<file path="src/rtl/ber_test_ctrl_pkg.sv">
// Shared types and defaults for the BER test sequencer and its tx-bit buffer.
package ber_test_ctrl_pkg;

  localparam int unsigned CNT_W_DEF = 32;

  typedef enum logic [2:0] {
    ST_IDLE,
    ST_CHAIN_RST,
    ST_FLUSH,
    ST_MEASURE,
    ST_DONE
  } state_t;

  // States in which tx bits are buffered and rx bits consumed
  function automatic logic in_window(input state_t s);
    return (s == ST_FLUSH) || (s == ST_MEASURE);
  endfunction

endpackage

</file>
<file path="src/rtl/ber_test_ctrl_bit_fifo.sv">
// 1-bit first-word-fall-through FIFO holding transmitted bits until their echo returns.
module ber_test_ctrl_bit_fifo #(
  parameter int unsigned DEPTH = 16
) (
  input  logic clk,
  input  logic rst,
  input  logic clr,
  input  logic push,
  input  logic pop,
  input  logic wr_data,
  output logic rd_data_c,
  output logic ovf_c,
  output logic unf_c
);

  localparam int unsigned AW = $clog2(DEPTH);

  logic [AW:0]      wr_ptr;
  logic [AW:0]      rd_ptr;
  logic [DEPTH-1:0] mem;
  logic             full_c;
  logic             empty_c;
  logic             do_push_c;
  logic             do_pop_c;

  // Extra pointer MSB distinguishes full from empty
  always_comb begin
    empty_c   = (wr_ptr == rd_ptr);
    full_c    = (wr_ptr[AW] != rd_ptr[AW]) && (wr_ptr[AW-1:0] == rd_ptr[AW-1:0]);
    unf_c     = pop && empty_c;
    ovf_c     = push && full_c && !pop;
    do_pop_c  = pop && !empty_c;
    do_push_c = push && (!full_c || do_pop_c);
    rd_data_c = mem[rd_ptr[AW-1:0]];
  end

  always_ff @(posedge clk or posedge rst) begin
    if (rst) begin
      wr_ptr <= '0;
      rd_ptr <= '0;
    end else if (clr) begin
      wr_ptr <= '0;
      rd_ptr <= '0;
    end else begin
      if (do_push_c) wr_ptr <= wr_ptr + (AW+1)'(1);
      if (do_pop_c)  rd_ptr <= rd_ptr + (AW+1)'(1);
    end
  end

  // Storage needs no reset: contents are never read while empty
  always_ff @(posedge clk) begin
    if (do_push_c) mem[wr_ptr[AW-1:0]] <= wr_data;
  end

endmodule

</file>
<file path="src/rtl/ber_test_ctrl.sv">
// BER run sequencer: resets and enables the datapath chain, compares echoed bits, reports result.
module ber_test_ctrl
  import ber_test_ctrl_pkg::*;
#(
  parameter int unsigned TEST_BITS  = 1000,
  parameter int unsigned FLUSH_BITS = 8,
  parameter int unsigned RST_CYCLES = 4,
  parameter int unsigned FIFO_DEPTH = 16,
  parameter int unsigned ERR_LIMIT  = 0,
  parameter int unsigned CNT_W      = CNT_W_DEF
) (
  input  logic             clk,
  input  logic             rst,
  input  logic             start,
  input  logic             abort,
  output logic             chain_rstn,
  output logic             chain_en,
  input  logic             tx_bit,
  input  logic             tx_bit_valid,
  input  logic             rx_bit,
  input  logic             rx_bit_valid,
  output logic             busy,
  output logic             done,
  output logic             pass,
  output logic             fifo_err,
  output logic [CNT_W-1:0] bit_count,
  output logic [CNT_W-1:0] err_count
);

  localparam int unsigned RC_W = (RST_CYCLES > 1) ? $clog2(RST_CYCLES) : 1;
  localparam int unsigned FL_W = (FLUSH_BITS > 1) ? $clog2(FLUSH_BITS) : 1;

  state_t            state;
  logic [RC_W-1:0]   rst_cnt;
  logic [FL_W-1:0]   flush_cnt;

  logic              start_go_c;
  logic              push_c;
  logic              pop_c;
  logic              fifo_head_c;
  logic              fifo_ovf_c;
  logic              fifo_unf_c;
  logic              last_bit_c;
  logic [CNT_W-1:0]  bit_next_c;
  logic [CNT_W-1:0]  err_next_c;

  always_comb begin
    start_go_c = start && !abort && ((state == ST_IDLE) || (state == ST_DONE));
    push_c     = tx_bit_valid && in_window(state);
    pop_c      = rx_bit_valid && in_window(state);
    bit_next_c = bit_count + CNT_W'(1);
    last_bit_c = (bit_next_c == CNT_W'(TEST_BITS));
    err_next_c = err_count;
    if ((rx_bit != fifo_head_c) && (err_count != '1)) err_next_c = err_count + CNT_W'(1);
  end

  ber_test_ctrl_bit_fifo #(
    .DEPTH (FIFO_DEPTH)
  ) u_fifo (
    .clk       (clk),
    .rst       (rst),
    .clr       (start_go_c),
    .push      (push_c),
    .pop       (pop_c),
    .wr_data   (tx_bit),
    .rd_data_c (fifo_head_c),
    .ovf_c     (fifo_ovf_c),
    .unf_c     (fifo_unf_c)
  );

  // Sequencer with registered outputs; abort outranks start, FIFO faults outrank compares
  always_ff @(posedge clk or posedge rst) begin
    if (rst) begin
      state      <= ST_IDLE;
      rst_cnt    <= '0;
      flush_cnt  <= '0;
      chain_rstn <= 1'b0;
      chain_en   <= 1'b0;
      busy       <= 1'b0;
      done       <= 1'b0;
      pass       <= 1'b0;
      fifo_err   <= 1'b0;
      bit_count  <= '0;
      err_count  <= '0;
    end else if (abort && (state != ST_IDLE)) begin
      state      <= ST_IDLE;
      chain_rstn <= 1'b0;
      chain_en   <= 1'b0;
      busy       <= 1'b0;
      done       <= 1'b0;
      pass       <= 1'b0;
    end else if (start_go_c) begin
      state      <= ST_CHAIN_RST;
      rst_cnt    <= '0;
      flush_cnt  <= '0;
      chain_rstn <= 1'b0;
      chain_en   <= 1'b0;
      busy       <= 1'b1;
      done       <= 1'b0;
      pass       <= 1'b0;
      fifo_err   <= 1'b0;
      bit_count  <= '0;
      err_count  <= '0;
    end else begin
      case (state)
        ST_CHAIN_RST: begin
          if (rst_cnt == RC_W'(RST_CYCLES - 1)) begin
            state      <= (FLUSH_BITS == 0) ? ST_MEASURE : ST_FLUSH;
            chain_rstn <= 1'b1;
            chain_en   <= 1'b1;
          end else begin
            rst_cnt <= rst_cnt + RC_W'(1);
          end
        end
        ST_FLUSH, ST_MEASURE: begin
          if (fifo_ovf_c || fifo_unf_c) begin
            state    <= ST_DONE;
            fifo_err <= 1'b1;
            chain_en <= 1'b0;
            busy     <= 1'b0;
            done     <= 1'b1;
            pass     <= 1'b0;
          end else if (pop_c && (state == ST_FLUSH)) begin
            flush_cnt <= flush_cnt + FL_W'(1);
            if (flush_cnt == FL_W'(FLUSH_BITS - 1)) state <= ST_MEASURE;
          end else if (pop_c) begin
            bit_count <= bit_next_c;
            err_count <= err_next_c;
            if (last_bit_c) begin
              state    <= ST_DONE;
              chain_en <= 1'b0;
              busy     <= 1'b0;
              done     <= 1'b1;
              pass     <= (err_next_c <= CNT_W'(ERR_LIMIT));
            end
          end
        end
        default: ;
      endcase
    end
  end

endmodule

</file>
<file path="config.mk">
export PLATFORM = sky130hd
export DESIGN_NAME = ber_test_ctrl
export DESIGN_NICKNAME = d
export VERILOG_FILES = /design/src/rtl/ber_test_ctrl_pkg.sv /design/src/rtl/ber_test_ctrl_bit_fifo.sv /design/src/rtl/ber_test_ctrl.sv
export SDC_FILE = /design/constraint.sdc
export NUM_CORES = 1
export LEC_CHECK = 0
export CORE_MARGIN = 4
export CORE_UTILIZATION = 55
export DETAILED_ROUTE_END_ITERATION = 6
export DONT_BUFFER_PORTS = 1
export HOLD_SLACK_MARGIN = 0.08
export PLACE_DENSITY_LB_ADDON = 0.1
export SLEW_MARGIN = 10
export SYNTH_ARGS = -nofsm -noshare
export SYNTH_HDL_FRONTEND = slang
export SYNTH_SLANG_ARGS = --single-unit
</file>
<file path="constraint.sdc">
create_clock -name clk -period 3.84 [get_ports clk]
set_input_delay 0.384 -clock clk [delete_from_list [all_inputs] [get_ports clk]]
set_output_delay 0.384 -clock clk [all_outputs]
set_load 0.005 [all_outputs]
</file>
==> results.ini <==
[run_status]
status=complete, no violations

[timing]
timing.final.crit_period_ps=3544
hold_viol_final=0
tightest_slew_ps=821.4
rsz0062_at_grt=false
slew_headroom_pct=45.24
finClkSkew_ps=8.684
post-route-period-util_pct=92.28
setup_viol=0
fin_hold_ws_ps=116.0
drv_slew=0
fin_setup_tns_ps=0
max_freq_mhz=282.2

[placement]
io_buffers=0
gp_congestion=0.9572
dp_hpwl_um=12160

[global_routing]
track_usage_pct=25.89
grt_pass1_vias=5717
grt_pass1_wl_um=29640
grt-ovfl-total=0
antenna_found_initial=0
grt_start_max_net_pins=73

[power]
clkPwrFrac_pct=31.6
netSwitchingPower_mw=1.024
intPower_mw=1.976
p_seq_share_pct=44.3
p_sw_share_pct=34.14
p_comb_share_pct=24.0
power.density_mw_per_mm2=425.2
max-vdd-ir-drop_mv=0.3759
leakagePower_nw=2.831

[clock_tree]
cts_tree=done
ctsHtreeMaxLevel=3
cts_made_buffers=9
cts_root_buffer=clkbuf_16
clock-sinks=104
clock_latency_ps=360
clk_pin_slew_ps=80
cts_buffer_depth=2
post-cts-setup-buffers=0

[min_path]
hp-class=in -> reg

[logic_synthesis]
synth_cell_types=69
synthCells=759
syn_area_mm2=0.006593
synth_edf_count=16
synth_top_area_share_pct=33.40
netlist.top_cell.by_area=dfrtp_1
yosys.cell_count.top_type=o21ai_0
netlist_top_cells_count=101 x o21ai_0, 88 x dfrtp_1, 68 x nand2_1
synthArstFlopShare_pct=84.62
yosysSeqAreaShare_pct=40.69
synth-main-ff-cell=dfrtp_1
syn_nets=778
syn_area_per_cell_um2=8.686
ys_ff_latch=104
yosysWarnings=0
synth_area_leaders=dfrtp_1 33%, o21ai_0 7.7%, edfxtp_1 7.3%

[worst_setup_path]
critical_path_class=reg -> reg
endpoint_kind=flop
critPathMaxFanout=12
worstPathRequired_ps=4110
start_kind=flop
arrival_ps=3810

[detailed_routing]
wire_per_inst_um=19.98
dr_total_vias=5927
dr.pass1.iters=5
wl_um=17700
drt_iter0_markers=553
route.detailed.drc=0
antenna_left=0
avgViaCountPerCell=6.690

[job]
maxCapViolCount=0

[floorplanning]
fp-row-count=39
io_pins=78
die_h_um=117.5
dieArea_mm2=0.01380
start_util_pct=57.01
core_region_area_mm2=0.01156
dieWidth_um=117.5

[final_layout]
area_growth_pct=7.022
antenna_cells=0
drive_gt1_share_pct=8.614
fin_nets=757

## timing repair
action / 4_1_cts / 5_1_grt
hold endpoints to repair: 21 / 0
setup endpoints to repair: 0 / 1
resized for setup: 0 / 1
hold buffers: 1 / 0
## power groups by stage
stage               Sequential [mW]  Clock, mW  Combinational, mW
detailed placement             1.35          0              0.719
finish                         1.33      0.949              0.721
floorplan                      1.29          0              0.579
global route                   1.35       1.02              0.809
global placement               1.34          0              0.694
CTS                            1.33      0.962              0.723
## through the flow
stage	util, %	area, um2	instances	worst slack (ps)	power, mW
after CTS	61.00	7054	886	88.02	3.015
after global routing	61.01	7056	886	81.23	3.171
final	61.01	7056	886	296.3	3.000
after global placement	58.28	6740	869	223.5	2.037
after floorplan	-	6593	759	655.3	1.866
after detailed placement	58.28	6740	869	107.4	2.071
## cell type report
class                           count  area [um2]
Sequential cell                   104        2684
Clock buffer                        9       225.2
Fill cell                         979        4509
Multi-Input combinational cell    591        3677
Clock inverter                      7       78.83
Timing Repair Buffer               20       165.2
Inverter                           12       46.29
Tap cell                          143       178.9
## layer usage
layer | vias up | part of all wire (%) | global-route usage (%)
met4 | 0 | 2.2 | 9.451
li1 | 2769 | - | -
met1 | 2930 | 45 | 34.52
met2 | 196 | 47 | 41.15
met3 | 32 | 6.1 | 6.439
met5 | - | 0 | 0
## sequential cells by signal, indices dropped and copies added, names as in the netlist
register / cells
bit_count: 32
err_count: 32
u_fifo.mem: 16
u_fifo.rd_ptr: 5
u_fifo.wr_ptr: 5
flush_cnt: 3
state: 3
rst_cnt: 2
busy: 1
chain_en: 1
chain_rstn: 1
done: 1
fifo_err: 1
pass: 1
## layout by cell type, fill, tap and decap left out, drive strengths merged, types with 3 or more instances in the layout
cell type / count
xnor2: 27
mux2i: 14
nand3: 41
a21oi: 29
o21ai: 103
nand2b: 4
clkinv: 3
and3: 27
a211oi: 7
nor2: 62
nor3: 22
o31ai: 21
and2: 15
edfxtp: 16
a311oi: 5
nor4: 10
and4: 13
inv: 13
nand3b: 3
nor2b: 3
or3: 5
buf: 19
o211ai: 3
or4: 5
dfrtp: 88
ha: 11
nand4: 26
nand2: 69
o41ai: 3
clkbuf: 9
a22o: 6
xor2: 16
a31oi: 14
## worst max-delay path: stages, from the launching register on
cell and delay (ps):
dfrtp_2 540, mux2i_1 160, mux4_2 520, mux2i_4 220
xor2_2 450, and3_1 490, and3_1 220, a21oi_1 60
or4_1 540, o31ai_2 250
## kinds of logic after synthesis
| kind of cell | Yosys count | share of synthesized area, % |
|---|---|---|
| flops | 104 | 40.69 |
| simple gates | 312 | 25.24 |
| buf+inv | 64 | 3.834 |
| compound gates | 208 | 19.04 |
| mux | 17 | 3.169 |
| fa+ha+maj | 11 | 2.088 |
| xor+xnor | 43 | 5.941 |
## worst paths after layout
check                                 startpoint               end  slack, ps  depth (start not counted)
worst max-delay path            u_fifo.rd_ptr[0]              pass        300                          9
max in group asynchronous                    rst  u_fifo.rd_ptr[0]       2180                          3
min in group asynchronous                    rst      err_count[6]        450                          2
worst max register to register  u_fifo.rd_ptr[0]              pass        300                          9
worst min-delay path                      tx_bit    u_fifo.mem[14]        120                          0
worst min register to register      flush_cnt[0]      flush_cnt[0]        510                          1
Note: power is estimated with default switching activity, not from simulation.
